[config.mk]
export PLATFORM = sky130hd
export DESIGN_NAME = instr_fetch
export DESIGN_NICKNAME = d
export VERILOG_FILES = /design/src/rtl/instr_fetch.sv
export SDC_FILE = /design/constraint.sdc
export NUM_CORES = 1
export LEC_CHECK = 0
export CAP_MARGIN = 40
export CORE_MARGIN = 5
export CORE_UTILIZATION = 42
export DETAILED_ROUTE_END_ITERATION = 8
export GPL_TIMING_DRIVEN = 0
export PLACE_DENSITY = 0.87
export RECOVER_POWER = 50
export SLEW_MARGIN = 20
export SYNTH_ARGS = -nofsm -noshare
export SYNTH_HDL_FRONTEND = slang
export SYNTH_SLANG_ARGS = --single-unit
[constraint.sdc]
create_clock -name clk -period 2.91 [get_ports clk]
set_input_delay 0.4365 -clock clk [delete_from_list [all_inputs] [get_ports clk]]
set_output_delay 0.4365 -clock clk [all_outputs]
set_load 0.03 [all_outputs]
[src/rtl/instr_fetch.sv]
// Instruction fetch sequencer: IDLE -> REQ -> DONE, with an optional REQ timeout into FAULT.
// Define IFETCH_TIMEOUT_EN to enable the mem_ack timeout counter and the FAULT state.
module instr_fetch #(
    parameter int XLEN    = 32,
    parameter int TIMEOUT = 16
) (
    input  logic            clk,
    input  logic            rstn,
    input  logic            fetch_req,
    input  logic [XLEN-1:0] pc,
    output logic            mem_rd,
    output logic [XLEN-1:0] mem_addr,
    input  logic [XLEN-1:0] mem_rdata,
    input  logic            mem_ack,
    output logic            pc_ld,
    output logic [XLEN-1:0] pc_data,
    output logic [XLEN-1:0] ir,
    output logic            done,
    output logic            busy,
    output logic            fault
);

    localparam logic [1:0] S_IDLE  = 2'd0;
    localparam logic [1:0] S_REQ   = 2'd1;
    localparam logic [1:0] S_DONE  = 2'd2;
    localparam logic [1:0] S_FAULT = 2'd3;

    logic [1:0]      state;
    logic [1:0]      state_nxt;
    logic [XLEN-1:0] addr_q;
    logic [XLEN-1:0] ir_q;
    logic            capture;
    logic            ack_taken;

    assign ack_taken = (state == S_REQ) && mem_ack;

`ifdef IFETCH_TIMEOUT_EN
    localparam int CW = $clog2(TIMEOUT + 1);

    logic [CW-1:0] tmo_cnt;
    logic          tmo_hit;

    // A fetch may be (re)started from IDLE or from FAULT.
    assign capture = ((state == S_IDLE) || (state == S_FAULT)) && fetch_req;

    // An ack in the expiry cycle takes priority over the timeout.
    assign tmo_hit = (state == S_REQ) && !mem_ack && (tmo_cnt == CW'(TIMEOUT - 1));

    always_ff @(posedge clk) begin
        if (!rstn) begin
            tmo_cnt <= '0;
        end else if (capture) begin
            tmo_cnt <= '0;
        end else if ((state == S_REQ) && !mem_ack) begin
            tmo_cnt <= tmo_cnt + CW'(1);
        end
    end
`else
    assign capture = (state == S_IDLE) && fetch_req;
`endif

    always_comb begin
        state_nxt = state;
        case (state)
            S_IDLE: begin
                if (fetch_req) begin
                    state_nxt = S_REQ;
                end
            end
            S_REQ: begin
                if (mem_ack) begin
                    state_nxt = S_DONE;
                end
`ifdef IFETCH_TIMEOUT_EN
                else if (tmo_hit) begin
                    state_nxt = S_FAULT;
                end
`endif
            end
            S_DONE: begin
                state_nxt = S_IDLE;
            end
            S_FAULT: begin
`ifdef IFETCH_TIMEOUT_EN
                if (fetch_req) begin
                    state_nxt = S_REQ;
                end
`else
                state_nxt = S_IDLE;
`endif
            end
            default: begin
                state_nxt = S_IDLE;
            end
        endcase
    end

    always_ff @(posedge clk) begin
        if (!rstn) begin
            state  <= S_IDLE;
            addr_q <= '0;
            ir_q   <= '0;
        end else begin
            state <= state_nxt;
            if (capture) begin
                addr_q <= pc;
            end
            if (ack_taken) begin
                ir_q <= mem_rdata;
            end
        end
    end

    // All strobes decode from state so reset clears them on the same edge.
    assign mem_rd   = (state == S_REQ);
    assign mem_addr = addr_q;
    assign pc_ld    = (state == S_DONE);
    assign done     = (state == S_DONE);
    assign pc_data  = addr_q + XLEN'(4);
    assign ir       = ir_q;
    assign busy     = (state != S_IDLE);

`ifdef IFETCH_TIMEOUT_EN
    assign fault = (state == S_FAULT);
`else
    assign fault = 1'b0;
`endif

endmodule

Word level (Yosys, flattened, before mapping):

Cells that the tools add are included.

* multiplexer cells: 3
* eq/ne operators: 5
* add/sub/neg operators: 1
* reduce and logical (&&, ||, !) cells: 6

Operator list (number)
* adder 32 x 3 -> 32 bit, second input constant: 1
* case mux 2 bit (3 select lines): 1
* equality test 2 bit, second input constant: 2
* two-way mux 2 bit: 2
* equality test 2 x 1 -> 1 bit, second input constant: 1
* logical AND 1 bit: 2
* zero test 2 bit: 1
* != test 2 x 1 -> 1 bit, second input constant: 1
* != test 2 bit, second input constant: 1
* AND reduction 2 bit: 1
* nonzero test 2 bit: 1
* OR reduction 2 bit: 1

* word-level logic and storage cells: 18
* output and inout port bits: 101
* register bits after elaboration: 66

Depth between registers and ports, before layout:

Gate-level depths: netlist (run 1).

* word-level depth: 3
* gate-level depth with buffers: 6

Least setup slack after synthesis (run 1):

No wires, ideal clock.

* path type: register to output
* from: reg addr_q[6], in the netlist mem_addr[6]
* to: out pc_data[21]
* path slack: 0.435 ns
* path buffers: 0
* arrival time: 2.039 ns
* cell stages (with the launch flop): 5
* cell sequence: dfxtp_1 nand4_4 or4_4 nor3_2 xor2_1

* cells in the longest elaborated chain, start to end: 1

Ends and longest elaborated chain
* from (decl): line 30 `logic [XLEN-1:0] addr_q;`
* from (signal assigned): line 106 `addr_q <= pc;`
* adder 32 x 3 -> 32 bit: line 119 `assign pc_data = addr_q + XLEN'(4);`
* to (decl): line 16 `output logic [XLEN-1:0] pc_data,`

No other way between the ends.

Worst setup path in the final report (run 1):

* from: reg addr_q[4], in the netlist mem_addr[4]
* to: out pc_data[17]

Same word-level chain as after synthesis.

==> results.ini, run 1 <==
[sta]
fin_skew_ps = 6.16
finalCriticalPeriod_ps = 2820
fin_tns_setup_ps = 0
final_max_slew_viol_count = 0
finalWorstSetupSlack_ps = 93.9
hold_viol = 0
timing.final.crit_share_pct = 96.8
fmax_mhz = 355
fin_hold_ws_ps = 459
setup_viol = 0

[power]
seqPwrFrac_pct = 42.1
p_int_mw = 1.69
p_leak_nw = 2.00
pwr-share-comb_pct = 22.3
power_density_nw_per_um2 = 474
ir_drop_mv = 0.331
p_clk_share_pct = 35.6
p_sw_mw = 0.688
netSwitchingFraction_pct = 28.9

[cells_and_area]
area_growth_pct = 66.6
fillers = 568
regArea_um2 = 1320
layout_commonest_cell = nand2_1
antennaDiodeCount = 0
final_nets = 622
design_area_um2 = 5020
mostFrequentLayoutCells = 137 x nand2_1, 127 x clkdlybuf4s50_1, 65 x a21boi_0, 65 x dfxtp_1, 22 x xnor2_1
drive_gt1_share_pct = 5.92
multiInputGateArea_um2 = 1580

[yosys]
synth-seq-cells = 66
synth_cell_types = 25
ys_seq_area_share_pct = 43.8
yosysWarnings = 0
synth.avg_cell_area_um2 = 8.06
syn_area_um2 = 3010
syn_inst = 374
syn_nets = 443

[placement]
dp_hpwl_um = 7560
place.gp.congestion = 0.865
post-place-ws_ps = 28.1
placed_cell_area_um2 = 4800
io_buffers = 166

[drt]
drc = 0
drtAntennaViolNets = 0
finalWirelength_um = 9620
vias_per_cell = 4.88
wl_per_cell_um = 14.7
vias = 3185
firstDrtPassIters = 4
drt_iter0_markers = 74

[clocking]
postCtsHoldBufs = 0
cts_sinks = 66
cts_max_level = 3
cts_buffer_depth = 2
cts_tree = built
clkTransAtPathRegs_ps = 70
cts.root.buffer_cell = clkbuf_8
cts_buffers = 9
clkLatencyLatePin_ps = 340

[worst_setup_path]
end_kind = output port
arrival_ps = 2380
cp-start-kind = register
reg2regPathDepth = 6
r2r_start = state[0]
ff2ff_setup_slack_ps = 1180
cp_max_fo = 7
worstSetupPathType = reg2out
r2r_end = ir[12]
worst_ep_required_time_ps = 2470

[status]
outcome = finished, final reports clean

[job]
cap_violations = 0

[global_route]
grt-ovfl-total = 0
grt_max_degree = 12
antenna_found_initial = 0
use_met2_pct = 37.7
grt_pass1_wl_um = 15100
grt_busiest_layer = met2
met1_usage_pct = 22.7
grtUsageMet3_pct = 10.4
grt_pass1_vias = 3171
grt_use_total_pct = 21.4

[floorplanning]
die_y_um = 94.7
dieArea_um2 = 8970
fp.coreArea_um2 = 6910
io-pin-count = 169
start_util_pct = 43.6
die_x_um = 94.7
core.rowCount = 30

[hold_path]
hp-start = ir[22]
hold_end = ir[22]
hp-class = reg2reg
min_delay_path_depth = 2

[worst max-delay path by stage]
stage / to / slack (ps) / start / depth (start not counted)
after floorplan: pc_data[21] / 430 / mem_addr[6] / 4
after global placement: pc_data[18] / 60 / mem_addr[2] / 6
after detailed placement: pc_data[18] / 30 / mem_addr[2] / 6
after CTS: pc_data[10] / 30 / mem_addr[2] / 5
after global routing: pc_data[17] / -20 / mem_addr[4] / 5
final: pc_data[17] / 90 / mem_addr[4] / 5
[power by group through the flow]
stage | logic, mW | registers [mW] | clock network, mW
6_report | 0.531 | 1.00 | 0.848
5_1_grt | 0.565 | 1.01 | 0.915
4_1_cts | 0.540 | 1.00 | 0.862
3_5_place_dp | 0.550 | 1.02 | 0
3_3_place_gp | 0.543 | 1.02 | 0
2_1_floorplan | 0.191 | 1.10 | 0
[layer usage]
layer / vias to the layer above / part of all wire (%)
met4: 0 / 1.4
li1: 1574 / -
met5: - / 0
met1: 1471 / 38
met3: 12 / 12
met2: 128 / 49
[synth_stat cells, drive strengths merged]
cell    instances  area share, %
nand2         137             17
dfxtp          66             44
a21boi         65             16
xnor2          22            6.4
clkbuf         18            2.2
nand4          13            3.4
nand3           9            1.5
nor2            9            1.1
buf             7            1.5
xor2            6            1.7
and3            5            1.0
inv             5           0.62
and2            2           0.42
nor2b           2           0.42
nor3            2           0.50
nor4            2           0.91
conb            1           0.12
ha              1           0.42
nand2b          1           0.21
or4             1           0.37
[state kept, by name, indices dropped and copies added, names as in the netlist]
register	count
ir	32
mem_addr	32
state	2
[metrics by stage]
| stage | instances | util (%) | power [mW] |
|---|---|---|---|
| final | 653 | 72.7 | 2.38 |
| after global routing | 653 | 72.7 | 2.49 |
| after CTS | 652 | 72.5 | 2.40 |
| after detailed placement | 636 | 69.4 | 1.57 |
| after global placement | 636 | 69.4 | 1.56 |
| after floorplan | 374 | - | 1.29 |
[critical path, stage by stage, from the launching register on]
cell,delay [ps]
dfxtp_1,490
nand4_1,250
or4_4,580
nor2_1,160
xor2_1,150
dlygate4sd2_1,410
[cell families (layout without fill, tap and decap cells)]
| logic type | after synthesis | in the layout | share of synthesized area (%) |
|---|---|---|---|
| simple gates | 183 | 183 | 26.9 |
| other cells | 1 | 1 | 0.124 |
| xor+xnor | 28 | 28 | 8.14 |
| fa+ha+maj | 1 | 1 | 0.415 |
| buf+inv | 30 | 213 | 4.36 |
| compound gates | 65 | 65 | 16.2 |
| flops | 66 | 66 | 43.8 |
[area by class of cell]
cell class / count / share of cell area [%]
multi-input cells: 278 / 31.5
inverters: 5 / 0.374
flip-flops and latches: 66 / 26.3
clock inverters: 5 / 1.57
clock buffers: 10 / 2.74
repair buffers: 168 / 32.9
well taps: 96 / 2.39
plain buffers: 25 / 2.17
[repair_timing]
item | CTS | global route
buffers inserted | 1 | 1
endpoints found under the hold margin | 0 | 0
setup endpoints to repair | 19 | 11
resized for setup | 20 | 12
pin swaps | 1 | 1
Power figures use the tool's default switching activity.
==> run 2, diff against run 1 <==
Settings changed: CORE_MARGIN 5 to unset, CORE_UTILIZATION 42 to 39, PLACE_DENSITY 0.87 to 0.81.
Clock period 2.91 ns to 2.94 ns, I/O delays scaled along.
==> results.ini, run 2 (same netlist as run 1, synthesis figures left out) <==
[cells_and_area]
final_nets = 623
area_growth_pct = 66.4
layout_commonest_cell = nand2_1
antennaDiodeCount = 0
mostFrequentLayoutCells = 137 x nand2_1, 129 x clkdlybuf4s50_1, 65 x a21boi_0, 63 x dfxtp_1, 23 x clkbuf_1
utilization_pct = 68.0
drive_gt1_share_pct = 5.72

[drt]
vias = 3089
finalWirelength_um = 8910
wl_per_cell_um = 13.5
drc = 0
firstDrtPassIters = 4
drtAntennaViolNets = 0
vias_per_cell = 4.69
drt_iter0_markers = 99

[sta]
final_max_slew_viol_count = 0
hold_viol = 0
setup_viol = 0
fmax_mhz = 360
timing.final.crit_share_pct = 94.4
finalCriticalPeriod_ps = 2770
fin_tns_setup_ps = 0
rsz0062_at_grt = false
fin_skew_ps = 8.10

[worst_setup_path]
end_kind = output port
cp_max_fo = 7
arrival_ps = 2330
worst_ep_required_time_ps = 2500
worstSetupPathType = reg2out
cp-start-kind = register

[hold_path]
hp-class = reg2reg

[floorplanning]
start_util_pct = 40.9
core.rowCount = 31
die_y_um = 89.9
dieArea_um2 = 8080
fp.coreArea_um2 = 7370
die_x_um = 89.9
io-pin-count = 169

[clocking]
cts_buffer_depth = 2
cts_buffers = 9
cts.root.buffer_cell = clkbuf_8
cts_max_level = 3
clkLatencyLatePin_ps = 330
cts_sinks = 66
cts_tree = built
clkTransAtPathRegs_ps = 70

[global_route]
grt-ovfl-total = 0
grt_use_total_pct = 22.7
grt_max_degree = 11
antenna_found_initial = 0
grt_pass1_wl_um = 14700
grt_pass1_vias = 3014

[power]
power_density_nw_per_um2 = 442
p_leak_nw = 1.99
finalPower_mw = 2.22
ir_drop_mv = 0.294

[placement]
io_buffers = 166
dp_hpwl_um = 6910
place.gp.congestion = 0.798

[job]
cap_violations = 0

[status]
outcome = finished, final reports clean

run 2: changes by cell type in the layout (fill, tap and decap cells not counted):
cell	before	now
buf_4	6	7
clkbuf_2	3	0
dfxtp_1	65	63
and2_0	1	0
dlygate4sd2_1	15	16
dfxtp_2	1	3
clkbuf_8	10	12
clkbuf_1	21	23
and2_1	1	2
clkdlybuf4s50_1	127	129
bufinv_16	2	0
clkinv_4	1	0
run 2: per-layer routing:
metal / global-route usage [%] / up-vias / wire [um]
met4: 7.26 / 0 / 101
met3: 7.36 / 7 / 815
met5: 0 / - / 0
li1: - / 1576 / -
met1: 26.5 / 1374 / 3690
met2: 39.2 / 132 / 4300
run 2: final timing paths:
kind	startpoint	end	slack (ps)	cells past startpoint
setup / recovery	mem_addr[4]	pc_data[21]	170	5
hold / removal	ir[4]	ir[4]	460	2
setup reg to reg	state[0]	ir[16]	1170	6
hold reg to reg	ir[4]	ir[4]	460	2
run 2: area by class of cell:
type | instances | area (um2)
Clock buffer | 14 | 173
Inverter | 5 | 18.8
Buffer | 25 | 109
Multi-Input combinational cell | 278 | 1580
Sequential cell | 66 | 1330
Timing Repair Buffer | 169 | 1670
Tap cell | 99 | 124
Clock inverter | 2 | 10.0
Fill cell | 645 | 2350
run 2: power breakdown:
group / switching (mW) / internal (mW)
combinational: 0.280 / 0.244
clock: 0.325 / 0.374
sequential: 0.0537 / 0.940
run 2: what timing repair did:
item / in CTS / in global routing
buffers inserted: 2 / 1
gates resized for setup: 17 / 9
endpoints found under the setup margin: 18 / 11
hold buffers: 0 / 0
pin swaps: 1 / 1
run 2: worst max-delay path, cell delays in order, from the launching register on:
cell           delay (ps)
dfxtp_1               480
nand4_1               240
or4_4                 570
nor3_2                140
xor2_1                160
dlygate4sd2_1         410
run 2: per-stage QoR:
stage / setup slack (ps) / instances / hold WS, ps / instance area (um2)
finish: 166 / 658 / 460 / 5010
global route: 8.18 / 658 / 482 / 5010
CTS: 4.90 / 657 / 467 / 4980
detailed placement: 32.1 / 639 / 458 / 4800
global placement: 61.7 / 639 / 449 / 4800
floorplan: 460 / 374 / 586 / 3010
==> run 3, diff against run 2 <==
Settings changed: CORE_ASPECT_RATIO set to 0.7.
==> results.ini, run 3 (same netlist as run 1, synthesis figures left out) <==
[power]
p_sw_mw = 0.680
ir_drop_mv = 0.264
p_clk_share_pct = 33.1
pwr-share-comb_pct = 23.3
p_leak_nw = 1.98
seqPwrFrac_pct = 43.7
netSwitchingFraction_pct = 30.0
p_int_mw = 1.59
finalPower_mw = 2.27
power_density_nw_per_um2 = 455

[global_route]
met1_usage_pct = 26.1
use_met2_pct = 43.2
grt_pass1_vias = 3149
grt_max_degree = 11
grt-ovfl-total = 0
grt_pass1_wl_um = 14600
grt_use_total_pct = 23.8
grtUsageMet3_pct = 8.98
grt_busiest_layer = met2
antenna_found_initial = 0

[drt]
drtAntennaViolNets = 0
wl_per_cell_um = 14.3
vias_per_cell = 4.81
firstDrtPassIters = 4
vias = 3148
drt_iter0_markers = 114
drc = 0
finalWirelength_um = 9360

[sta]
fin_skew_ps = 6.37
finalCriticalPeriod_ps = 2820
setup_viol = 0
timing.final.crit_share_pct = 95.8
fmax_mhz = 355
rsz0062_at_grt = false
hold_viol = 0
fin_tns_setup_ps = 0
worstMarginPinSlew_ps = 579
final_max_slew_viol_count = 0
slew_headroom_pct = 61.4

[worst_setup_path]
ff2ff_setup_slack_ps = 1190
slowest_stage = dfxtp_1
worst_ep_required_time_ps = 2500
cpLargestDelayFamily = simple AND/OR/NAND/NOR gates
cpPeakStageDelay_ps = 470
crit_buf_inv = 2
reg2regPathDepth = 6
r2r_end = ir[30]
arrival_ps = 2380
worstSetupPathType = reg2out
cp-start-kind = register
crit_chain = nand4_2 > nor4_4 > buf_4 > nand4_1 > xnor2_1 > clkdlybuf4s15_1
cp_max_fo = 7
r2r_start = state[0]
end_kind = output port

[cells_and_area]
multiInputGateArea_um2 = 1580
mostFrequentLayoutCells = 137 x nand2_1, 125 x clkdlybuf4s50_1, 66 x dfxtp_1, 65 x a21boi_0, 23 x clkbuf_1
area_growth_pct = 65.5
antennaDiodeCount = 0
layout_commonest_cell = nand2_1
regArea_um2 = 1320
drive_gt1_share_pct = 5.21
final_nets = 622
fillers = 642

[hold_path]
hp-start = ir[4]
min_delay_path_depth = 2
hold_end = ir[4]
hp-class = reg2reg

[floorplanning]
io-pin-count = 169
die_x_um = 107
fp.coreArea_um2 = 7380
die_y_um = 75.6
dieArea_um2 = 8090
start_util_pct = 40.8
core.rowCount = 26

[clocking]
cts_tree = built
postCtsHoldBufs = 0
cts_buffer_depth = 2
cts_max_level = 3
clkTransAtPathRegs_ps = 70
cts.root.buffer_cell = clkbuf_8
cts_sinks = 66
clkLatencyLatePin_ps = 340
cts_buffers = 9

[placement]
place.gp.congestion = 0.818
dp_hpwl_um = 7310
io_buffers = 166

[job]
cap_violations = 0

[status]
outcome = finished, final reports clean

==> run 3: changes by cell type in the layout (fill, tap and decap cells not counted), sizes merged <==
cell,before,now
dlygate4sd3,18,21
bufinv,0,1
buf,7,6
clkdlybuf4s15,0,2
clkdlybuf4s50,129,125
clkbuf,35,36
dlygate4sd2,16,12
==> run 3: worst max-delay path by stage <==
stage / start / to / slack (ps) / cells after the start
final: mem_addr[15] / pc_data[24] / 120 / 6
after global routing: mem_addr[6] / pc_data[19] / 3 / 5
after CTS: mem_addr[6] / pc_data[15] / 8 / 4
after detailed placement: mem_addr[2] / pc_data[18] / -70 / 6
after global placement: mem_addr[2] / pc_data[18] / 9 / 6
after floorplan: mem_addr[6] / pc_data[21] / 460 / 4
==> run 3: power groups by stage <==
stage          clock, mW  sequential, mW  combinational, mW
2_1_floorplan          0            1.09              0.189
6_report           0.750           0.992              0.528
5_1_grt            0.794           0.998              0.564
3_5_place_dp           0            1.01              0.545
4_1_cts            0.760           0.991              0.537
3_3_place_gp           0            1.01              0.538
==> run 3: per-stage QoR <==
stage          utilization, %  hold slack [ps]  cells  setup slack, ps  instance area [um2]
3_5_place_dp             65.0              456    638            -71.6                 4800
5_1_grt                  67.6              491    655             3.03                 4990
3_3_place_gp             65.0              448    638             9.19                 4800
4_1_cts                  67.5              465    654             7.95                 4980
2_1_floorplan               -              586    374              460                 3010
6_report                 67.6              462    655              122                 4990
==> run 3: per-layer routing <==
| metal | share of wire (%) | wire length [um] |
|---|---|---|
| met3 | 9.6 | 896 |
| met2 | 48 | 4450 |
| met5 | 0 | 0 |
| met1 | 41 | 3850 |
| met4 | 1.7 | 158 |
==> run 3: worst register-to-register path: stages, from the launching register on <==
cell and delay, ps:
dfxtp_1 350, nor2b_1 270, and2_0 160, clkbuf_1 210
clkbuf_1 380, nand2_1 90, a21boi_0 200
==> run 3: what timing repair did <==
item,4_1_cts,5_1_grt
setup endpoints to repair,17,11
gates resized for setup,19,12
gates cloned,0,0
buffers inserted,1,1
pin swaps,1,1
==> run 3: final cells by class <==
cell class / count / area share [%]
flip-flops and latches: 66 / 26.5
inverters: 5 / 0.376
well taps: 98 / 2.46
clock buffers: 12 / 2.91
multi-input cells: 278 / 31.6
clock inverters: 3 / 0.802
plain buffers: 25 / 2.18
repair buffers: 168 / 33.1
==> RTL edit (flow settings as in run 3) <==
The option `IFETCH_TIMEOUT_EN` is turned on by a define.
--- a/src/rtl/instr_fetch.sv
+++ b/src/rtl/instr_fetch.sv
@@ -1,5 +1,7 @@
 // Instruction fetch sequencer: IDLE -> REQ -> DONE, with an optional REQ timeout into FAULT.
 // Define IFETCH_TIMEOUT_EN to enable the mem_ack timeout counter and the FAULT state.
+`define IFETCH_TIMEOUT_EN
+
 module instr_fetch #(
     parameter int XLEN    = 32,
     parameter int TIMEOUT = 16
Function: same outputs for any inputs over 10 cycles, from zero or initial values and one cycle with rstn low; that may be too few to reach the edited logic, so the function may still have changed.
==> RTL edit against run 3 <==
Clock skew fell by 0.0015 ns. Worst setup slack got worse by 0.020 ns. Die area rose by 13%. Wire length rose by 8.9%. Count of clock-buffer cells in the layout is 3 lower. Core utilization decreased by 1.5 points. Largest cell class unchanged. Synthesized area rose by 14%. Sequential cell count is 5 higher. Cell area rose by 12%.
Power is not compared: it rests on default switching activity, and its combinational part moved more than twofold at a synthesized area within 25%.
==> RTL edit: results (changes against run 3) <==
stage,metric,value,unit,change
run_status,status,completed,,unchanged
cells_and_area,footprint of the multi-input gates,1831,um2,was 1579 um2
critical_path,highest cell delay on the worst timing path,0.70,ns,was 0.47 ns
clocking,TritonCTS Buffers,9,,unchanged
critical_path,R2R Path Start,state[1],,was state[0]
synth,"top cells by area, synth","dfxtp_1 42%, nand2_1 15%, a21boi_0 14%, xor2_1 5.1%, ha_1 2.9%",,"was dfxtp_1 44%, nand2_1 17%, a21boi_0 16%, xnor2_1 6.4%, nand4_1 2.3%"
min_path,HP Start,ir[20],,was ir[4]
critical_path,worst setup path endpoint,pc_data[14],,was pc_data[24]
synth,Commonest cells post-synth,"140 x nand2_1, 71 x dfxtp_1, 64 x a21boi_0",,"was 137 x nand2_1, 66 x dfxtp_1, 65 x a21boi_0"
cells_and_area,fillers,696,,was 642
critical_path,R2R Setup Slk,0.91,ns,was 1.19 ns
global_routing,first-pass GRT wire length,16030,um,was 14640 um
synth,register area share after synthesis,41.54,%,was 43.84%
synth,Synth Area in Compound Gates,14.41,%,was 16.19%
route,metal2 WL,4667,um,was 4447 um
critical_path,Setup crit start,mem_addr[4],,was mem_addr[15]
synth,Avg Inst Size Synth,8.226,um2,was 8.059 um2
route,DRT iter0 DRCs,172,,was 114
timing,slew of the pin with the lowest slew margin,0.5170,ns,was 0.5791 ns
global_routing,vias in the first global route,3321,,was 3149
clocking,root buffer cell,clkbuf_16,,was clkbuf_8
cells_and_area,Finished Layout Cells,719,,was 655
timing,Final Skew,0.004907,ns,was 0.006373 ns
place,HPWL Detailed,7845,um,was 7307 um
cells_and_area,Nets,670,,was 622
synth,Synth Area in XOR/XNOR,7.934,%,was 8.136%
synth,Adder-Cell Fraction of Synth Area,2.925,%,was 0.4151%
place,gpl congestion,0.9081,,was 0.8175
cells_and_area,Signal buf overhead,32.88,%,was 35.33%
critical_path,RR Endpoint,mem_addr[31],,was ir[30]
critical_path,Critical Path AT,2.40,ns,was 2.38 ns
min_path,Hold Path End,ir[20],,was ir[4]
critical_path,R2R cell count,7,,was 6
global_routing,grt met3 use,8.755,%,was 8.982%
synth,synthesized flop and latch total,71,,was 66
global_routing,largest net degree at the start of global routing,14,,was 11
route,metal3 WL,997,um,was 896 um
cells_and_area,share of layout cells above drive strength 1,5.342,%,was 5.206%
place,port bufs,167,,was 166
cells_and_area,inverters,9,,was 5
global_routing,gr usage total,22.53,%,was 23.83%
place,placed cells,703,,was 638
synth,mux contribution to synthesized area,1.170,%,was 0%
synth,Yosys cell types,27,,was 25
critical_path,cell family with most CP delay,buffers and inverters,,was simple AND/OR/NAND/NOR gates
route,Routed WL,10190,um,was 9356 um
route,via count,3468,,was 3148
cells_and_area,clk tree area frac,5.744,%,was 3.711%
cells_and_area,Seq/total area,25.39,%,was 26.48%
## RTL edit: cell count changes after synthesis, moves of 5 or more
cell / change
dfxtp_1: +5
xnor2_1: -11
clkbuf_1: +5
xor2_1: +14
nor3_1: +7
ha_1: +7
## RTL edit: report_power, final
part | switching (uW) | total (uW) | internal, uW
logic | 1010 | 1660 | 651
registers | 163 | 1290 | 1120
clock network | 421 | 1160 | 744
## RTL edit: timing repair
action | in CTS | in global routing
buffers inserted | 0 | 0
resized for setup | 3 | 15
setup endpoints to repair | 3 | 14
## RTL edit: stage by stage
stage,area (um2),setup WS [ns],total power (uW),hold WS [ns]
2_1_floorplan,3422,0.6113,2280,0.4711
3_3_place_gp,5244,0.3124,2990,0.4482
3_5_place_dp,5244,0.3139,3031,0.4561
4_1_cts,5562,0.0007507,4199,0.4638
5_1_grt,5598,0.006130,4320,0.4763
6_report,5598,0.1023,4110,0.4593
